[src/rtl/midi_parser.sv]
// midi_parser: decodes MIDI channel-voice messages (with running status)
// from a received byte stream and emits a one-cycle message strobe.
//
// Ports:
//   clk_i, rst_ni      clock, asynchronous active-low reset
//   rx_done_i, data_i  byte strobe and received byte
//   msg_valid_o        1-cycle strobe: decoded fields updated this cycle
//   msg_type_o         status[6:4] (0 NoteOff .. 6 PitchBend)
//   channel_o          status[3:0]
//   data1_o, data2_o   data bytes (data2_o = 0 for 1-data-byte messages)
//
// Parameters: OMNI (1: all channels), CHANNEL (filter when OMNI=0).
// Optional feature macro: MIDI_VEL0_NOTE_OFF_EN (report NoteOn vel 0 as NoteOff).
module midi_parser #(
  parameter logic       OMNI    = 1'b1,
  parameter logic [3:0] CHANNEL = 4'd0
) (
  input  logic       clk_i,
  input  logic       rst_ni,
  input  logic       rx_done_i,
  input  logic [7:0] data_i,
  output logic       msg_valid_o,
  output logic [2:0] msg_type_o,
  output logic [3:0] channel_o,
  output logic [6:0] data1_o,
  output logic [6:0] data2_o
);

  localparam int unsigned DW = 7;
  localparam int unsigned SW = 7;

  localparam logic [1:0] IDLE    = 2'd0;
  localparam logic [1:0] WAIT_D1 = 2'd1;
  localparam logic [1:0] WAIT_D2 = 2'd2;

  logic [1:0]    state_q, state_d;
  logic [SW-1:0] status_q, status_d;   // running status without bit 7
  logic [DW-1:0] d1_q, d1_d;

  logic          done_c;
  logic          accept_c;
  logic [2:0]    type_c;
  logic [DW-1:0] cd1_c, cd2_c;

  // Next-state and completion decode
  always_comb begin
    state_d  = state_q;
    status_d = status_q;
    d1_d     = d1_q;
    done_c   = 1'b0;
    cd1_c    = '0;
    cd2_c    = '0;
    if (rx_done_i) begin
      if (data_i[7]) begin
        if (data_i[7:4] != 4'hF) begin
          // Channel status: new running status, drop any partial message
          status_d = SW'(data_i[6:0]);
          state_d  = WAIT_D1;
        end else if (!data_i[3]) begin
          // System common / SysEx: running status is cancelled
          status_d = '0;
          state_d  = IDLE;
        end
        // F8-FF realtime: transparent
      end else begin
        unique case (state_q)
          WAIT_D1: begin
            if ((status_q[6:4] == 3'd4) || (status_q[6:4] == 3'd5)) begin
              done_c = 1'b1;
              cd1_c  = DW'(data_i[6:0]);
            end else begin
              d1_d    = DW'(data_i[6:0]);
              state_d = WAIT_D2;
            end
          end
          WAIT_D2: begin
            done_c  = 1'b1;
            cd1_c   = d1_q;
            cd2_c   = DW'(data_i[6:0]);
            state_d = WAIT_D1;
          end
          default: ;
        endcase
      end
    end
  end

  // Reported message type
  always_comb begin
    type_c = status_q[6:4];
`ifdef MIDI_VEL0_NOTE_OFF_EN
    if ((status_q[6:4] == 3'd1) && (cd2_c == '0)) begin
      type_c = 3'd0;
    end
`endif
  end

  assign accept_c = (OMNI == 1'b1) || (status_q[3:0] == CHANNEL);

  // State and output registers
  always_ff @(posedge clk_i or negedge rst_ni) begin
    if (!rst_ni) begin
      state_q     <= IDLE;
      status_q    <= '0;
      d1_q        <= '0;
      msg_valid_o <= 1'b0;
      msg_type_o  <= '0;
      channel_o   <= '0;
      data1_o     <= '0;
      data2_o     <= '0;
    end else begin
      state_q     <= state_d;
      status_q    <= status_d;
      d1_q        <= d1_d;
      msg_valid_o <= done_c && accept_c;
      if (done_c && accept_c) begin
        msg_type_o <= type_c;
        channel_o  <= status_q[3:0];
        data1_o    <= cd1_c;
        data2_o    <= cd2_c;
      end
    end
  end

endmodule

[config.mk]
export PLATFORM = sky130hd
export DESIGN_NAME = midi_parser
export DESIGN_NICKNAME = d
export VERILOG_FILES = /design/src/rtl/midi_parser.sv
export SDC_FILE = /design/constraint.sdc
export NUM_CORES = 1
export LEC_CHECK = 0
export ABC_CLOCK_PERIOD_IN_PS = 1800
export BUFFER_PORTS_ARGS = -buffer_cell sky130_fd_sc_hd__buf_2
export CAP_MARGIN = 20
export CORE_MARGIN = 2
export CORE_UTILIZATION = 45
export CTS_BUF_LIST = sky130_fd_sc_hd__clkbuf_16
export DETAILED_ROUTE_END_ITERATION = 6
export PLACE_DENSITY_LB_ADDON = 0.2
export SETUP_SLACK_MARGIN = 0.5
export SLEW_MARGIN = 20
export SYNTH_ARGS = -nofsm -noshare
export SYNTH_HDL_FRONTEND = slang
export SYNTH_SLANG_ARGS = --single-unit
[constraint.sdc]
create_clock -name clk_i -period 1.8 [get_ports clk_i]
set_clock_uncertainty 0.05 [all_clocks]
set_input_delay 0.36 -clock clk_i [delete_from_list [all_inputs] [get_ports clk_i]]
set_output_delay 0.36 -clock clk_i [all_outputs]
set_load 0.05 [all_outputs]
* After elaboration in Yosys (flattened, before gate mapping)
Index checks and enable logic that the tools add are counted.
** Storage, ports and cells
- Input port bits :: 11
- Flip-flop bits (word level) :: 38
- Logic and storage cells :: 41
- Output and inout port bits :: 22
** Operators by class
- Muxes and demuxes :: 18
- Equal/unequal tests :: 8
- Reductions and logical operators :: 5
- Bitwise logic cells :: 2
** Operators by type and width (number)
- $mux 7 :: 8
- $pmux 7 s2 :: 1
- $mux 2 :: 4
- $reduce_and 4->1 :: 2
- $eq 3x3->1 const B :: 2
- $ne 4x4->1 const B :: 1
- $pmux 2 s2 :: 1
- $mux 1 :: 3
- $ne 3x2->1 const B :: 1
- $ne 3x3->1 const B :: 1
- $reduce_and 3->1 :: 1
- $reduce_bool 3->1 :: 1
- $eq 2x1->1 const B :: 1
- $eq 2x2->1 const B :: 1
- $ne 2x1->1 const B :: 1
- $not 1->1 :: 2
- $pmux 1 s2 :: 1
- $logic_or 1x1->1 :: 1

* Logic depth before layout (Yosys ltp)
- Depth after elaboration :: 6
- Mapped depth :: 7

* Least setup slack after synthesis
OpenSTA, ideal clock, no wires.
- Kind :: register -> register
- Start point :: reg state_q[0]
- End point :: reg channel_o[1]
- Buffers on the path :: 2
- Cell stages (with the launch flop) :: 8
- Required time :: 1.625 ns
- Setup slack :: -0.149 ns
- Setup time :: 0.125 ns
- Clock period less this slack :: 1.949 ns
- Arrival time :: 1.774 ns
- Path through :: dfrtp_1 -> inv_1 -> ha_1 -> or3b_1 -> buf_2 -> o21bai_4 -> buf_6 -> mux2_4
** On the way
- Cells in the longest elaborated chain, start to end :: 4
** Ends and longest elaborated chain
- start, declared :: line 36 : logic [1:0] state_q, state_d;
- start signal, assigned :: line 112 : state_q <= state_d;
- $eq 2x2->1 / $eq 2x1->1 (equally long branches) :: line 66 : unique case (state_q)
- $pmux 1 s2 * :: line 66
- $mux 1 * :: line 54 : if (data_i[7]) begin
- $mux 1 * :: line 53 : if (rx_done_i) begin
- end signal, assigned :: line 118 : channel_o <= status_q[3:0];
- end, declared :: line 24 : output logic [3:0] channel_o,
Mark *: on every way between the ends. The rest lies on a longest branch, timed or not.
A chain may end at the register's enable or synchronous reset.

* Final worst setup path
- Start point :: reg state_q[1]
- End point :: reg channel_o[1]
The elaborated chain is that of the path after synthesis.

==> impl_results.md <==
* Antenna cells at 0
* Psw at roughly 1.8 mW
* Sequential group share of total power at 0.330
* Design area at around 2300 um^2
* Largest family of logic cells by synthesized area: multiplexers
* Cells after synthesis at 140
* Post-synthesis adder-cell area fraction at 0.0147
* Fin Hold WS at 72.1 ps
* Sw frac at 0.418
* Combinational share of power at 0.481
* Mux contribution to synthesized area at 0.145
* Failing checks: setup timing
* Critical Path, Cell by Cell: ha_1 -> or3b_4 -> o21bai_4 -> mux2_4
* IO Pins at 33
* Clock power share at 0.190
* CP delay by family, top: flip-flops
* Endpoints failing setup at 10
* Initial DRT Pass Iterations at 4
* CTS tree: built
* Crit Path Class: reg -> reg
* Cell Area, Placed at around 2000 um^2
* Mean Syn Cell Area at approximately 12 um^2
* GRT Residual Overflow at 0
* Number of fill cells in the layout at between 200 and 300
* Reg2Reg Depth at 4
* H-tree lvl count at 2
* Worst r2r dst: channel_o[1]
* Gpl congestion at 0.791
* First-pass GRT wire length at 6280 um
* Initial Utilization at 0.465
* Die height at about 66 um
* Clock transition at path regs at around 50 ps
* Pwr dens at 1870 nW/um^2
* Max VDD drop at around 1.1 mV
* Clock sink count at 38
* Rows at 22
* Syn. warnings at 0
* Max Cap Violations at 0
* Core ar. at 3660 um^2
* Cell leakage power at about 1.1 nW
* R2r setup slk at -20 ps
* #FFs+latches synth at 38
* Antenna-violating nets left at 0
* Max frequency at 549 MHz
* 1st-iter DRT viols at 41
* XOR/XNOR share of the synthesized area at 0
* Drt total wl at 3720 um
* DP Wirelength at about 2500 um
* Tightest Pin Transition at around 470 ps
* Number of global-route vias before repair at around 1200
* WL/cell at about 16 um
* Post-synthesis net count at ~150
* Finished Layout Cells at between 200 and 250
* Total CTS buffers at 5
* Main synth FF type: dfrtp_1
* Layout net count at 200
* Compound-Gate Fraction of Synth Area at 0.133
* Overall Global Routing Usage at 0.199
* Placed cells at about 230
* Slew Limit Headroom at 0.687
* DRC Markers at 0
* Final period util at 1.01
* Vias/cell at between 5 and 6
* Clock root buffer: clkbuf_16
* Slowest stage delay, CP at around 400 ps
* CTS Hold Bufs at 0
* Worst EP arrival at between 1500 and 2000 ps
* IO buf count at 32
* Final hold violations at 0
* FFs w/ async S/R, synth at 1.00
* Clk_lat worst skew at 280 ps
* Die area at between 4000 and 5000 um^2
* Worst slack at placement at -54.5 ps
* Hold Path Class: in -> async
* Die Width at between 60 and 70 um
* Pin count of the biggest net entering global routing at 39
* Fraction of the yosys area taken by sequential cells at 0.558
* Unrepaired setup endpoints after global routing: yes
* Initial antenna violation count at 0
* Via count at 1252
* Layout cells sized above 1 at 0.410
* Number of max-slew violations in the final report at 0
* Final Power at 4.28 mW
* Int Pwr at roughly 2.5 mW
* Post-synth EDFFs at 0
* R2R Path Start: state_q[1]
* Max FO, Critical Path at 5
* Crit. End Element: flop
* Critical Path RT at 1910 ps
* Clock Tree Buf Depth at 2
* Area grow syn2layout at 34.2%
* Post-synthesis simple-gate area fraction at 0.0918
* Worst path slowest cell: dfrtp_1
* Startpoint types: flop
* Post-synth cell types at 31
* Post-Syn Area at 1700 um^2
* Worst path depth at 4
* Final Critical Period at roughly 1800 ps
* Critical path buffers and inverters at 0
* Status: finished with violations
* Setup ws final at -22.5 ps
[through the flow]
| stage | util | setup TNS [ps] |
|---|---|---|
| 6_report | 0.624 | -116 |
| 5_1_grt | 0.624 | -1190 |
| 4_1_cts | 0.608 | -32.4 |
| 3_5_place_dp | 0.546 | -378 |
| 3_3_place_gp | 0.546 | 0 |
| 2_1_floorplan | - | -775 |
[layout make-up]
cell class | instances | area [um^2] | area share
timing repair buffer | 47 | 347 | 0.152
sequential | 38 | 951 | 0.416
clock buffer | 5 | 125 | 0.0548
multi-input combinational | 80 | 731 | 0.320
clock inverter | 3 | 12.5 | 0.00548
tap | 48 | 60.1 | 0.0263
inverter | 15 | 58.8 | 0.0257
[power by group through the flow]
stage / combinational [mW] / clock [mW] / sequential [mW]
global route: 2.17 / 0.871 / 1.46
finish: 2.06 / 0.813 / 1.41
detailed placement: 1.81 / 0 / 1.41
floorplan: 0.536 / 0 / 2.21
CTS: 1.96 / 0.834 / 1.41
global placement: 1.78 / 0 / 1.38
[logic make-up (layout without fill, tap and decap cells)]
group                      Yosys count  in the layout
adders and majority gates            2              2
and+or+nand+nor                     27             27
DFF                                 38             38
muxes                               21             21
AOI/OAI and AO/OA                   29             30
buffers and inverters               23             70
[cells in the final DEF, fill, tap and decap left out]
cell type / n
a22o_1: 2
a22oi_1: 7
a2bb2oi_2: 1
a41oi_2: 1
and2_1: 1
and3b_2: 1
and4_1: 1
buf_12: 1
buf_2: 12
buf_4: 28
buf_6: 3
clkbuf_16: 5
clkbuf_4: 3
clkinv_1: 1
clkinv_2: 1
dfrtp_1: 38
ha_1: 1
ha_4: 1
inv_1: 15
inv_4: 1
mux2_2: 5
mux2_4: 9
mux2i_1: 7
nand2_1: 9
nand2b_1: 1
nand3_1: 4
nand3b_1: 1
nand4_1: 5
nand4b_1: 1
nor2b_1: 1
nor4bb_4: 1
o211ai_1: 1
o21ai_0: 5
o21ai_1: 2
o21bai_2: 1
o21bai_4: 1
o22a_1: 1
o2bb2ai_1: 7
o31ai_2: 1
or3b_4: 1
[cells in the mapped netlist, drive strengths merged (2+ instances only)]
master | number | share of area
clkbuf | 4 | 0.0088
nand3 | 4 | 0.012
dfrtp | 38 | 0.56
mux2 | 14 | 0.10
o21ai | 7 | 0.021
ha | 2 | 0.015
buf | 4 | 0.015
a22o | 2 | 0.010
inv | 15 | 0.033
a22oi | 7 | 0.031
o2bb2ai | 7 | 0.036
mux2i | 7 | 0.041
nand4 | 5 | 0.018
nand2 | 9 | 0.020
[flip-flops by register name (all words and copies together) (netlist names)]
register	count
data1_o	7
data2_o	7
status_q	7
msg_type_o	3
channel_o	4
state_q	2
msg_valid_o	1
d1_q	7
[worst max-delay path by stage]
stage	start	slack, ps	to
after global routing	state_q[0]	-80	data2_o[2]
after CTS	state_q[1]	-20	data2_o[2]
after detailed placement	state_q[0]	-50	data2_o[2]
after floorplan	state_q[0]	-150	channel_o[1]
final	state_q[1]	-20	channel_o[1]
after global placement	state_q[0]	40	channel_o[0]
[what timing repair did]
action,in CTS,in global routing
buffers inserted,0,2
cloned,1,0
pin swaps,1,3
gates resized for setup,25,17
endpoints found under the setup margin,46,38
[per-layer routing]
metal  up-vias  global-route usage  wire (um)
li1        599                   -          -
met1       621               0.262       1770
met2        26               0.314       1750
met3         6              0.0616        141
met4         0              0.0625         55
met5         -                   0          0
Note: power is estimated with default switching activity, not from simulation.
